<file path="src/rtl/vec_sum_squares_q16.sv">
// -----------------------------------------------------------------------------
// vec_sum_squares_q16
// Iterative sum-of-squares unit. A signed Q8.8 vector (dx, dy[, dz]) is turned
// into |v|^2 as unsigned Q16.16 for the downstream 32->16 square-root stage.
// One shared shift-add multiplier retires BITS_PER_CYCLE multiplier bits per
// cycle. Valid/ready on both sides; one vector in flight.
//
// Build option: define VSS_3D_EN to add the dz port and sum three squares.
// Without it the block is 2D (dx^2 + dy^2).
// -----------------------------------------------------------------------------
module vec_sum_squares_q16 #(
  parameter int WIDTH          = 16,
  parameter int BITS_PER_CYCLE = 1
) (
  input  logic               clk,
  input  logic               rst_n,
  input  logic               in_valid,
  output logic               in_ready,
  input  logic [WIDTH-1:0]   dx,
  input  logic [WIDTH-1:0]   dy,
`ifdef VSS_3D_EN
  input  logic [WIDTH-1:0]   dz,
`endif
  output logic               out_valid,
  input  logic               out_ready,
  output logic [2*WIDTH-1:0] out_data
);

`ifdef VSS_3D_EN
  localparam int N = 3;
`else
  localparam int N = 2;
`endif
  localparam int OW     = 2 * WIDTH;
  localparam int CYCLES = WIDTH / BITS_PER_CYCLE;
  localparam int CNT_W  = $clog2(CYCLES);
  localparam int IDX_W  = $clog2(N);
  localparam int SH_W   = $clog2(WIDTH);

  typedef enum logic [1:0] {
    S_IDLE = 2'd0,
    S_MUL  = 2'd1,
    S_DONE = 2'd2
  } state_t;

  state_t             r_state;
  state_t             w_state_next;

  logic [WIDTH-1:0]   r_mag [N];
  logic [WIDTH-1:0]   w_in_mag [N];
  logic [OW-1:0]      r_pp;
  logic [OW-1:0]      r_acc;
  logic [OW-1:0]      r_out_data;
  logic [IDX_W-1:0]   r_idx;
  logic [CNT_W-1:0]   r_bitcnt;

  logic [WIDTH-1:0]          w_cur_mag;
  logic [SH_W-1:0]           w_shift;
  logic [BITS_PER_CYCLE-1:0] w_chunk;
  logic [OW-1:0]             w_term;
  logic [OW-1:0]             w_pp_next;
  logic [OW-1:0]             w_acc_next;
  logic                      w_last_bit;
  logic                      w_last_comp;

  // Two's-complement magnitude; the most negative code maps to 2^(WIDTH-1).
  function automatic logic [WIDTH-1:0] f_abs(input logic [WIDTH-1:0] v);
    return v[WIDTH-1] ? ((~v) + WIDTH'(1)) : v;
  endfunction

  // Magnitudes of the incoming components, captured on accept.
  always_comb begin
    w_in_mag[0] = f_abs(dx);
    w_in_mag[1] = f_abs(dy);
`ifdef VSS_3D_EN
    w_in_mag[2] = f_abs(dz);
`endif
  end

  // Multiplier step: multiplicand times the next multiplier chunk, LSB first.
  // The same magnitude serves as multiplicand and multiplier (squaring).
  assign w_cur_mag   = r_mag[r_idx];
  assign w_shift     = SH_W'(r_bitcnt) * SH_W'(BITS_PER_CYCLE);
  assign w_chunk     = w_cur_mag[w_shift +: BITS_PER_CYCLE];
  assign w_term      = (OW'(w_cur_mag) * OW'(w_chunk)) << w_shift;
  assign w_pp_next   = r_pp + w_term;
  assign w_acc_next  = r_acc + w_pp_next;
  assign w_last_bit  = (r_bitcnt == CNT_W'(CYCLES - 1));
  assign w_last_comp = (r_idx == IDX_W'(N - 1));

  // State register.
  // NOTE: sequential state uses non-blocking assignments so every flop samples
  // pre-edge values regardless of process evaluation order.
  always_ff @(posedge clk or negedge rst_n) begin
    if (!rst_n) r_state <= S_IDLE;
    else        r_state <= w_state_next;
  end

  // Next-state decode: IDLE -> MUL on accept, MUL -> DONE after the last
  // component's final step, DONE -> IDLE on output handshake.
  always_comb begin
    // NOTE: default first so every path assigns, otherwise a latch is inferred.
    w_state_next = r_state;
    unique case (r_state)
      S_IDLE: if (in_valid)                  w_state_next = S_MUL;
      S_MUL:  if (w_last_bit && w_last_comp) w_state_next = S_DONE;
      S_DONE: if (out_ready)                 w_state_next = S_IDLE;
      default:                               w_state_next = S_IDLE;
    endcase
  end

  // Output decode: handshakes are pure functions of state.
  always_comb begin
    in_ready  = (r_state == S_IDLE);
    out_valid = (r_state == S_DONE);
    out_data  = r_out_data;
  end

  // Datapath: operand capture, shift-add partial product, accumulate, result.
  always_ff @(posedge clk or negedge rst_n) begin
    if (!rst_n) begin
      // NOTE: the operand array is a handful of flops, not a RAM, so it is
      // reset like any other register to give a clean post-reset state.
      for (int i = 0; i < N; i++) r_mag[i] <= '0;
      r_pp       <= '0;
      r_acc      <= '0;
      r_out_data <= '0;
      r_idx      <= '0;
      r_bitcnt   <= '0;
    end else begin
      unique case (r_state)
        S_IDLE: begin
          if (in_valid) begin
            for (int i = 0; i < N; i++) r_mag[i] <= w_in_mag[i];
            r_pp     <= '0;
            r_acc    <= '0;
            r_idx    <= '0;
            r_bitcnt <= '0;
          end
        end
        S_MUL: begin
          if (w_last_bit) begin
            // Product complete: fold into the accumulator in this same cycle.
            r_pp     <= '0;
            r_bitcnt <= '0;
            r_acc    <= w_acc_next;
            r_idx    <= r_idx + IDX_W'(1);
            if (w_last_comp) r_out_data <= w_acc_next;
          end else begin
            r_pp     <= w_pp_next;
            r_bitcnt <= r_bitcnt + CNT_W'(1);
          end
        end
        default: ;
      endcase
    end
  end

endmodule

</file>
<file path="config.mk">
export PLATFORM = sky130hd
export DESIGN_NAME = vec_sum_squares_q16
export DESIGN_NICKNAME = d
export VERILOG_FILES = /design/src/rtl/vec_sum_squares_q16.sv
export SDC_FILE = /design/constraint.sdc
export NUM_CORES = 1
export LEC_CHECK = 0
export ABC_AREA = 1
export BUFFER_PORTS_ARGS = -buffer_cell sky130_fd_sc_hd__buf_2
export CAP_MARGIN = 20
export CELL_PAD_IN_SITES_DETAIL_PLACEMENT = 2
export CELL_PAD_IN_SITES_GLOBAL_PLACEMENT = 2
export CORE_ASPECT_RATIO = 0.9
export CORE_MARGIN = 2
export CORE_UTILIZATION = 32
export DETAILED_ROUTE_END_ITERATION = 16
export GPL_ROUTABILITY_DRIVEN = 0
export PLACE_DENSITY = 0.84
export SLEW_MARGIN = 0
export SYNTH_ARGS = -nofsm -noshare
export SYNTH_HDL_FRONTEND = slang
export SYNTH_SLANG_ARGS = --single-unit
</file>
<file path="constraint.sdc">
create_clock -name clk -period 4.7 [get_ports clk]
set_input_delay 0.235 -clock clk [delete_from_list [all_inputs] [get_ports clk]]
set_output_delay 0.235 -clock clk [all_outputs]
set_load 0.05 [all_outputs]
</file>
==> impl_metrics.yaml, run 1 <==
status:
  run_status: "stopped before the end"
  stage_where_the_flow_stopped: "global routing (5_1_grt)"
  toolErrorMsg: "[ERROR GRT-0232] Routing congestion too high. Check the congestion heatmap in the GUI."
synthesis:
  synth.largest_area_cell: "sky130_fd_sc_hd__dfrtp_1"
  synth_top_flop_cell: "sky130_fd_sc_hd__dfrtp_1"
  syn_area_mm2: 0.0109
  synth_seq_cells: 135
  yosysSeqAreaShare: 0.309
  synth_nets: 1718
  synth_edf_count: 0
  yosys_warnings: 0
  netlist.area_leader.share: 0.309
  synth_area_leaders: "sky130_fd_sc_hd__dfrtp_1 31%, sky130_fd_sc_hd__nand2_1 17%, sky130_fd_sc_hd__ha_1 8.2%, sky130_fd_sc_hd__nand3_1 6.6%, sky130_fd_sc_hd__inv_1 5.1%"
  post_synth_num_cell_types: 50
  avgSynthCellArea_um2: 6.81
  async_reset_ff_frac: 1.00
  syn-instance-count: 1608
clock_tree:
  cts.path.max_buffers: 2
  htreeDepth: 4
  cts_inserted_buffers: 17
  cts_sinks: 135
  cts_root_buffer: "sky130_fd_sc_hd__clkbuf_16"
floorplan:
  die-height_um: 179
  die_x_um: 199
  start_util: 0.323
  floorplan.io_pins: 70
  number_of_placement_rows: 64
sta:
  grt_repair_worst_endpoint: "out_data[25]$_DFFE_PN0P_/D"
  worstEndpointType: "sequential cell input"
placement:
  place_hpwl_um: 45800
  io_buffer_count: 69
grt:
  global_route.usage.total: 0.752
  globalRouteOverflowTotal: 85
  grt_start_max_net_pins: 94
[layer usage]
metal	GRT usage	GRT overflow
met5	0.380	0
met4	0.730	36
met3	0.583	4
met2	0.903	42
met1	0.772	3
[cells by family after synthesis]
kind of cell	count (synthesis)	share of synthesized area
flip-flops	135	0.309
XOR/XNOR	58	0.0464
adder cells (fa/ha/maj)	74	0.0860
buffers and inverters	207	0.0793
AO/OA/AOI/OAI	242	0.124
AND/OR/NAND/NOR	892	0.355
[cells in the mapped netlist, types with 3 or more instances]
master / number
sky130_fd_sc_hd__nor3_1: 22
sky130_fd_sc_hd__xor2_1: 45
sky130_fd_sc_hd__a31oi_1: 6
sky130_fd_sc_hd__xnor2_1: 13
sky130_fd_sc_hd__nand2_1: 505
sky130_fd_sc_hd__nor2_4: 3
sky130_fd_sc_hd__inv_2: 7
sky130_fd_sc_hd__a22o_1: 12
sky130_fd_sc_hd__clkbuf_1: 20
sky130_fd_sc_hd__nand3_1: 145
sky130_fd_sc_hd__nand3b_1: 9
sky130_fd_sc_hd__nand3_2: 10
sky130_fd_sc_hd__o211ai_1: 5
sky130_fd_sc_hd__a21oi_1: 75
sky130_fd_sc_hd__ha_1: 72
sky130_fd_sc_hd__or2_2: 8
sky130_fd_sc_hd__buf_6: 6
sky130_fd_sc_hd__dfrtp_1: 135
sky130_fd_sc_hd__buf_1: 9
sky130_fd_sc_hd__and2_1: 8
sky130_fd_sc_hd__o31ai_1: 9
sky130_fd_sc_hd__nand2_2: 8
sky130_fd_sc_hd__o22ai_1: 4
sky130_fd_sc_hd__o21ai_0: 110
sky130_fd_sc_hd__inv_1: 149
sky130_fd_sc_hd__o21a_1: 3
sky130_fd_sc_hd__nor2_1: 126
sky130_fd_sc_hd__o21bai_1: 3
sky130_fd_sc_hd__a21o_1: 7
sky130_fd_sc_hd__nand4_1: 38
sky130_fd_sc_hd__buf_2: 10
[repair_timing]
| action | in CTS |
|---|---|
| gates resized for setup | 542 |
| setup endpoints to repair | 55 |
| cloned | 2 |
| pin swaps | 149 |
| setup buffers | 64 |
| hold buffers | 4 |
| hold endpoints to repair | 95 |
[per-stage QoR]
| step | utilization | area (um2) | instances | TNS, ns | setup WS [ns] |
|---|---|---|---|---|---|
| 2_1_floorplan | - | 10900 | 1608 | 0 | 0.119 |
| 3_5_place_dp | 0.409 | 13900 | 2388 | -57.91 | -1.45 |
| 3_3_place_gp | 0.409 | 13900 | 2388 | -19.71 | -0.666 |
| 4_1_cts | 0.511 | 17300 | 2489 | -12.60 | -0.391 |
==> run 2, diff against run 1 <==
CELL_PAD_IN_SITES_DETAIL_PLACEMENT = not set   (was 2)
CELL_PAD_IN_SITES_GLOBAL_PLACEMENT = not set   (was 2)
CORE_ASPECT_RATIO = not set   (was 0.9)
CORE_UTILIZATION = 25   (was 32)
PLACE_DENSITY = not set   (was 0.84)
PLACE_DENSITY_LB_ADDON = 0.15   (was not set)
clock period = 6.1 ns   (was 4.7 ns; I/O delays follow)
==> impl_metrics.yaml, run 2 <==
finish:
  utilization: 0.290
  instances_no_fill: 2267
  antenna_cells_inserted: 0
  final_common_cell: "sky130_fd_sc_hd__nand2_1"
  area_growth_pct: 14.6
  layout_common_cells: "504 x sky130_fd_sc_hd__nand2_1, 149 x sky130_fd_sc_hd__inv_1, 144 x sky130_fd_sc_hd__nand3_1"
  final_net_count: 1780
  nFillCells: 4857
  layout_cells_sized_above_1: 0.103
sta:
  post-route-period-util: 0.923
  timing.max_slew.rel_slack: 0.385
  setup_repair_after_global_routing_missed_its_margin: "no"
  timing_hold_violations_final: 0
  max_slew.worst_pin.slew_ns: 0.917
  fmaxAchievable_mhz: 178
  setup_violations: 0
  timing.setup.tns_ns: 0
  final.setup_skew_ns: 0.0181
  slew_viol_final: 0
  tmin_final_ns: 5.63
synthesis:
  netlist.area_leader.share: 0.309
  post_synth_num_cell_types: 50
  synth_top_family_by_area: "simple AND/OR/NAND/NOR gates"
  synth_area_leaders: "sky130_fd_sc_hd__dfrtp_1 31%, sky130_fd_sc_hd__nand2_1 17%, sky130_fd_sc_hd__ha_1 8.2%, sky130_fd_sc_hd__nand3_1 6.6%, sky130_fd_sc_hd__inv_1 5.1%"
  synthMuxAreaShare: 0
  async_reset_ff_frac: 1.00
  avgSynthCellArea_um2: 6.81
  yosys.area_share.adder: 0.0860
  synth_simple_gate_area_frac: 0.355
  synth_nets: 1718
  post-synth-top-count-cell: "sky130_fd_sc_hd__nand2_1"
  synth-compound-area-share: 0.124
  synth_top_flop_cell: "sky130_fd_sc_hd__dfrtp_1"
  yosys_warnings: 0
  synth_commonest_cells: "505 x sky130_fd_sc_hd__nand2_1, 149 x sky130_fd_sc_hd__inv_1, 145 x sky130_fd_sc_hd__nand3_1"
  synth_edf_count: 0
  synthesized_area_fraction_occupied_by_xor_and_xnor_cells: 0.0464
  syn_area_mm2: 0.0109
  yosysSeqAreaShare: 0.309
  synth.largest_area_cell: "sky130_fd_sc_hd__dfrtp_1"
  syn-instance-count: 1608
  synth_seq_cells: 135
grt:
  first_global_vias: 10700
  globalRouteOverflowTotal: 0
  antenna_found_initial: 0
  global_route.usage.total: 0.162
  grt_first_pass_wirelength_um: 56900
  grt_start_max_net_pins: 70
drt:
  detail_route.first_pass.iterations: 5
  detailedRoute.firstIterationViolations: 691
  routed_wirelength_um: 35100
  ant_nets: 0
  routed-via-count: 10600
  wire_per_inst_um: 15.5
  post_drt_via_cell_ratio: 4.67
  remaining_drc_errors: 0
floorplan:
  die_x_um: 213
  start_util: 0.254
  die-area_mm2: 0.0455
  number_of_placement_rows: 76
  core_area_mm2: 0.0432
  floorplan.io_pins: 70
  die-height_um: 213
placement:
  io_buffer_count: 69
  place_hpwl_um: 27900
  numPlacedInstances: 2233
clock_tree:
  cts_tree: "yes"
  htreeDepth: 4
  cts.path.max_buffers: 2
  cts_root_buffer: "sky130_fd_sc_hd__clkbuf_16"
  cts_sinks: 135
  clk_pin_slew_ns: 0.06
  clk-insertion-delay-late_ns: 0.45
  cts_inserted_buffers: 17
job:
  timing.max_cap.violations: 0
worst_setup_path:
  setup.worst_path.class: "reg -> reg"
  crit_path_max_incr_delay_ns: 0.39
  cp.arrival_ns: 5.97
  worstPathMaxFanout: 27
  cp_common_cell: "sky130_fd_sc_hd__inv_1"
  critPathRequiredTime_ns: 6.44
  worstSetupStartpointType: "flip-flop"
  crit_path_top_delay_cell: "sky130_fd_sc_hd__fa_1"
  worst_setup_path_end_kind: "flip-flop"
min_path:
  worst_hold_path_type: "in -> reg"
status:
  run_status: "finished, final reports clean"
==> run 2: cell counts after synthesis <==
Identical to the previous run, type by type.
==> run 2: kinds of logic after synthesis <==
group           Yosys count
compound gates          242
simple gates            892
flops                   135
buf+inv                 207
xor+xnor                 58
fa+ha+maj                74
==> run 2: final timing paths <==
kind	from	slack, ns	end	cells after the start
min	out_ready	0.04	r_state[1]	2
max	r_bitcnt[0]	0.47	out_data[19]	34
max in group asynchronous	rst_n	4.25	r_acc[14]	3
min reg2reg	out_data[21]	0.48	out_data[21]	2
min in group asynchronous	rst_n	0.45	out_data[1]	2
max reg2reg	r_bitcnt[0]	0.47	out_data[19]	34
==> run 2: timing repair <==
action | CTS | global route
setup endpoints to repair | 6 | 34
hold buffers | 1 | 0
cloned | 0 | 1
setup buffers | 0 | 1
hold endpoints to repair | 66 | 0
gates resized for setup | 2 | 8
pin swaps | 0 | 1
==> run 2: per-stage QoR <==
| step | hold slack (ns) | cell area, um2 | worst slack (ns) |
|---|---|---|---|
| after floorplan | 0.00941 | 10900 | 1.52 |
| after CTS | 0.0148 | 12500 | 0.0397 |
| final | 0.0371 | 12500 | 0.470 |
| after global placement | 0.372 | 11900 | -0.261 |
| after detailed placement | 0.364 | 11900 | -0.245 |
| after global routing | 0.0250 | 12500 | 0.0151 |
==> run 2: worst max-delay path, delay by kind of cell (launching register included) <==
| kind | cells | cell delay (ns) |
|---|---|---|
| AO/OA/AOI/OAI | 4 | 0.67 |
| adder cells (fa/ha/maj) | 3 | 1.01 |
| buffers and inverters | 8 | 0.98 |
| flip-flops | 1 | 0.38 |
| AND/OR/NAND/NOR | 19 | 2.47 |
==> run 2: layer usage <==
layer / vias up / wire (um) / GRT usage
met5: - / 0 / 0
met4: 0 / 1150 / 0.0666
met3: 52 / 1170 / 0.0232
met2: 199 / 15600 / 0.261
met1: 4909 / 17100 / 0.216
li1: 5428 / - / -
==> run 2: cell type report <==
cell class | instances | area (um2) | area share
Timing Repair Buffer | 90 | 512 | 0.0408
Clock inverter | 13 | 133 | 0.0106
Sequential cell | 135 | 3380 | 0.270
Multi-Input combinational cell | 1267 | 6740 | 0.537
Clock buffer | 18 | 439 | 0.0350
Tap cell | 585 | 732 | 0.0584
Inverter | 159 | 607 | 0.0484
Power of run 2 is not shown: default switching activity piles up to over one toggle a cycle in this logic, so the estimate is an artifact.
==> run 3, diff against run 2 <==
BUFFER_PORTS_ARGS = not set   (was -buffer_cell sky130_fd_sc_hd__buf_2)
DONT_BUFFER_PORTS = 1   (was not set)
==> impl_metrics.yaml, run 3 (synthesis gave the netlist of run 2 again) <==
status:
  run_status: "finished, final reports clean"
grt:
  top_usage_layer: "met2"
  antenna_found_initial: 0
  global_route.usage.total: 0.164
  grt_start_max_net_pins: 136
  grt_use_met2: 0.274
  first_global_vias: 10600
  gr-usage-met1: 0.218
  grt_first_pass_wirelength_um: 57300
  globalRouteMet3Util: 0.0257
  globalRouteOverflowTotal: 0
worst_setup_path:
  cp.arrival_ns: 5.89
  worst_setup_path_end_kind: "flip-flop"
  crit_path_max_incr_delay_ns: 0.49
  timing.reg2reg.worst_path_depth: 35
  crit_path_top_delay_cell: "sky130_fd_sc_hd__dfrtp_2"
  worstSetupStartpointType: "flip-flop"
  setup.worst_path.class: "reg -> reg"
  cp_common_cell: "sky130_fd_sc_hd__nand2_1"
  critPathRequiredTime_ns: 6.43
  worstPathMaxFanout: 19
drt:
  detailedRoute.firstIterationViolations: 500
  post_drt_via_cell_ratio: 4.71
  detail_route.first_pass.iterations: 7
  routed_wirelength_um: 36000
  ant_nets: 0
  remaining_drc_errors: 0
  wire_per_inst_um: 16.3
  routed-via-count: 10400
floorplan:
  die-height_um: 213
  die_x_um: 213
  floorplan.io_pins: 70
  die-area_mm2: 0.0455
  start_util: 0.254
  core_area_mm2: 0.0432
  number_of_placement_rows: 76
sta:
  tmin_final_ns: 5.56
  timing.setup.tns_ns: 0
  fmaxAchievable_mhz: 180
  whs_ns: 0.0424
  slew_viol_final: 0
  final.setup_skew_ns: 0.0202
  post-route-period-util: 0.911
  setup_repair_after_global_routing_missed_its_margin: "no"
  setup_violations: 0
  timing_hold_violations_final: 0
  max_slew.worst_pin.slew_ns: 0.952
  timing.max_slew.rel_slack: 0.362
finish:
  antenna_cells_inserted: 0
  area_growth_pct: 12.7
  layout_cells_sized_above_1: 0.0649
  post-route-cell-area_mm2: 0.0123
  final_common_cell: "sky130_fd_sc_hd__nand2_1"
  layout_common_cells: "504 x sky130_fd_sc_hd__nand2_1, 148 x sky130_fd_sc_hd__inv_1, 143 x sky130_fd_sc_hd__nand3_1"
  utilization: 0.286
  final_net_count: 1717
clock_tree:
  cts_sinks: 135
  cts_inserted_buffers: 17
  clk-insertion-delay-late_ns: 0.45
  cts.path.max_buffers: 2
  cts_root_buffer: "sky130_fd_sc_hd__clkbuf_16"
  cts_tree: "yes"
  htreeDepth: 4
  clk_pin_slew_ns: 0.06
placement:
  place_hpwl_um: 27800
  placed_cell_area_mm2: 0.0115
  io_buffer_count: 0
min_path:
  hold-path-cell-count: 2
  worst_hold_path_type: "in -> reg"
job:
  timing.max_cap.violations: 0
==> run 3: layout make-up <==
type / count / area (um2)
Multi-Input combinational cell: 1267 / 6740
Sequential cell: 135 / 3380
Clock buffer: 19 / 443
Timing Repair Buffer: 27 / 250
Tap cell: 585 / 732
Clock inverter: 12 / 178
Fill cell: 4804 / 30800
Inverter: 159 / 611
==> run 3: final timing paths <==
| path | start | end | slack, ns |
|---|---|---|---|
| max in group asynchronous | rst_n | r_pp[29] | 4.99 |
| worst min register to register | r_mag[18] | r_mag[18] | 0.49 |
| worst min-delay path | dx[15] | r_mag[31] | 0.04 |
| worst max-delay path | r_idx | r_acc[26] | 0.54 |
| worst max register to register | r_idx | r_acc[26] | 0.54 |
| min in group asynchronous | rst_n | r_bitcnt[1] | 0.59 |
==> run 3: timing repair <==
action                                  in CTS  in global routing
endpoints found under the hold margin      139                  0
setup buffers                                0                  5
gates resized for setup                      4                  7
cloned                                       0                  1
pin swaps                                    0                  2
hold buffers                                 7                  0
endpoints found under the setup margin       9                 35
==> run 3: metrics by stage <==
| step | setup WS, ns | instances |
|---|---|---|
| after floorplan | 1.52 | 1608 |
| after global placement | -0.224 | 2160 |
| after detailed placement | -0.236 | 2160 |
| after CTS | 0.0327 | 2198 |
| after global routing | 0.00155 | 2204 |
| final | 0.541 | 2204 |
==> run 3: routing by layer <==
layer / vias up / wire length [um] / share of wire
met5: - / 0 / 0
met4: 0 / 719 / 0.020
met3: 36 / 1260 / 0.035
met2: 194 / 16500 / 0.46
met1: 4833 / 17500 / 0.49
li1: 5312 / - / -
==> run 3: worst max-delay path, delay by kind of cell, from the launching register on <==
family	cells	cell delay, ns
AO/OA/AOI/OAI	4	0.77
adder cells (fa/ha/maj)	2	0.67
buffers and inverters	2	0.34
flip-flops	1	0.49
AND/OR/NAND/NOR	27	3.15
Power of run 3 is left out for the same reason.
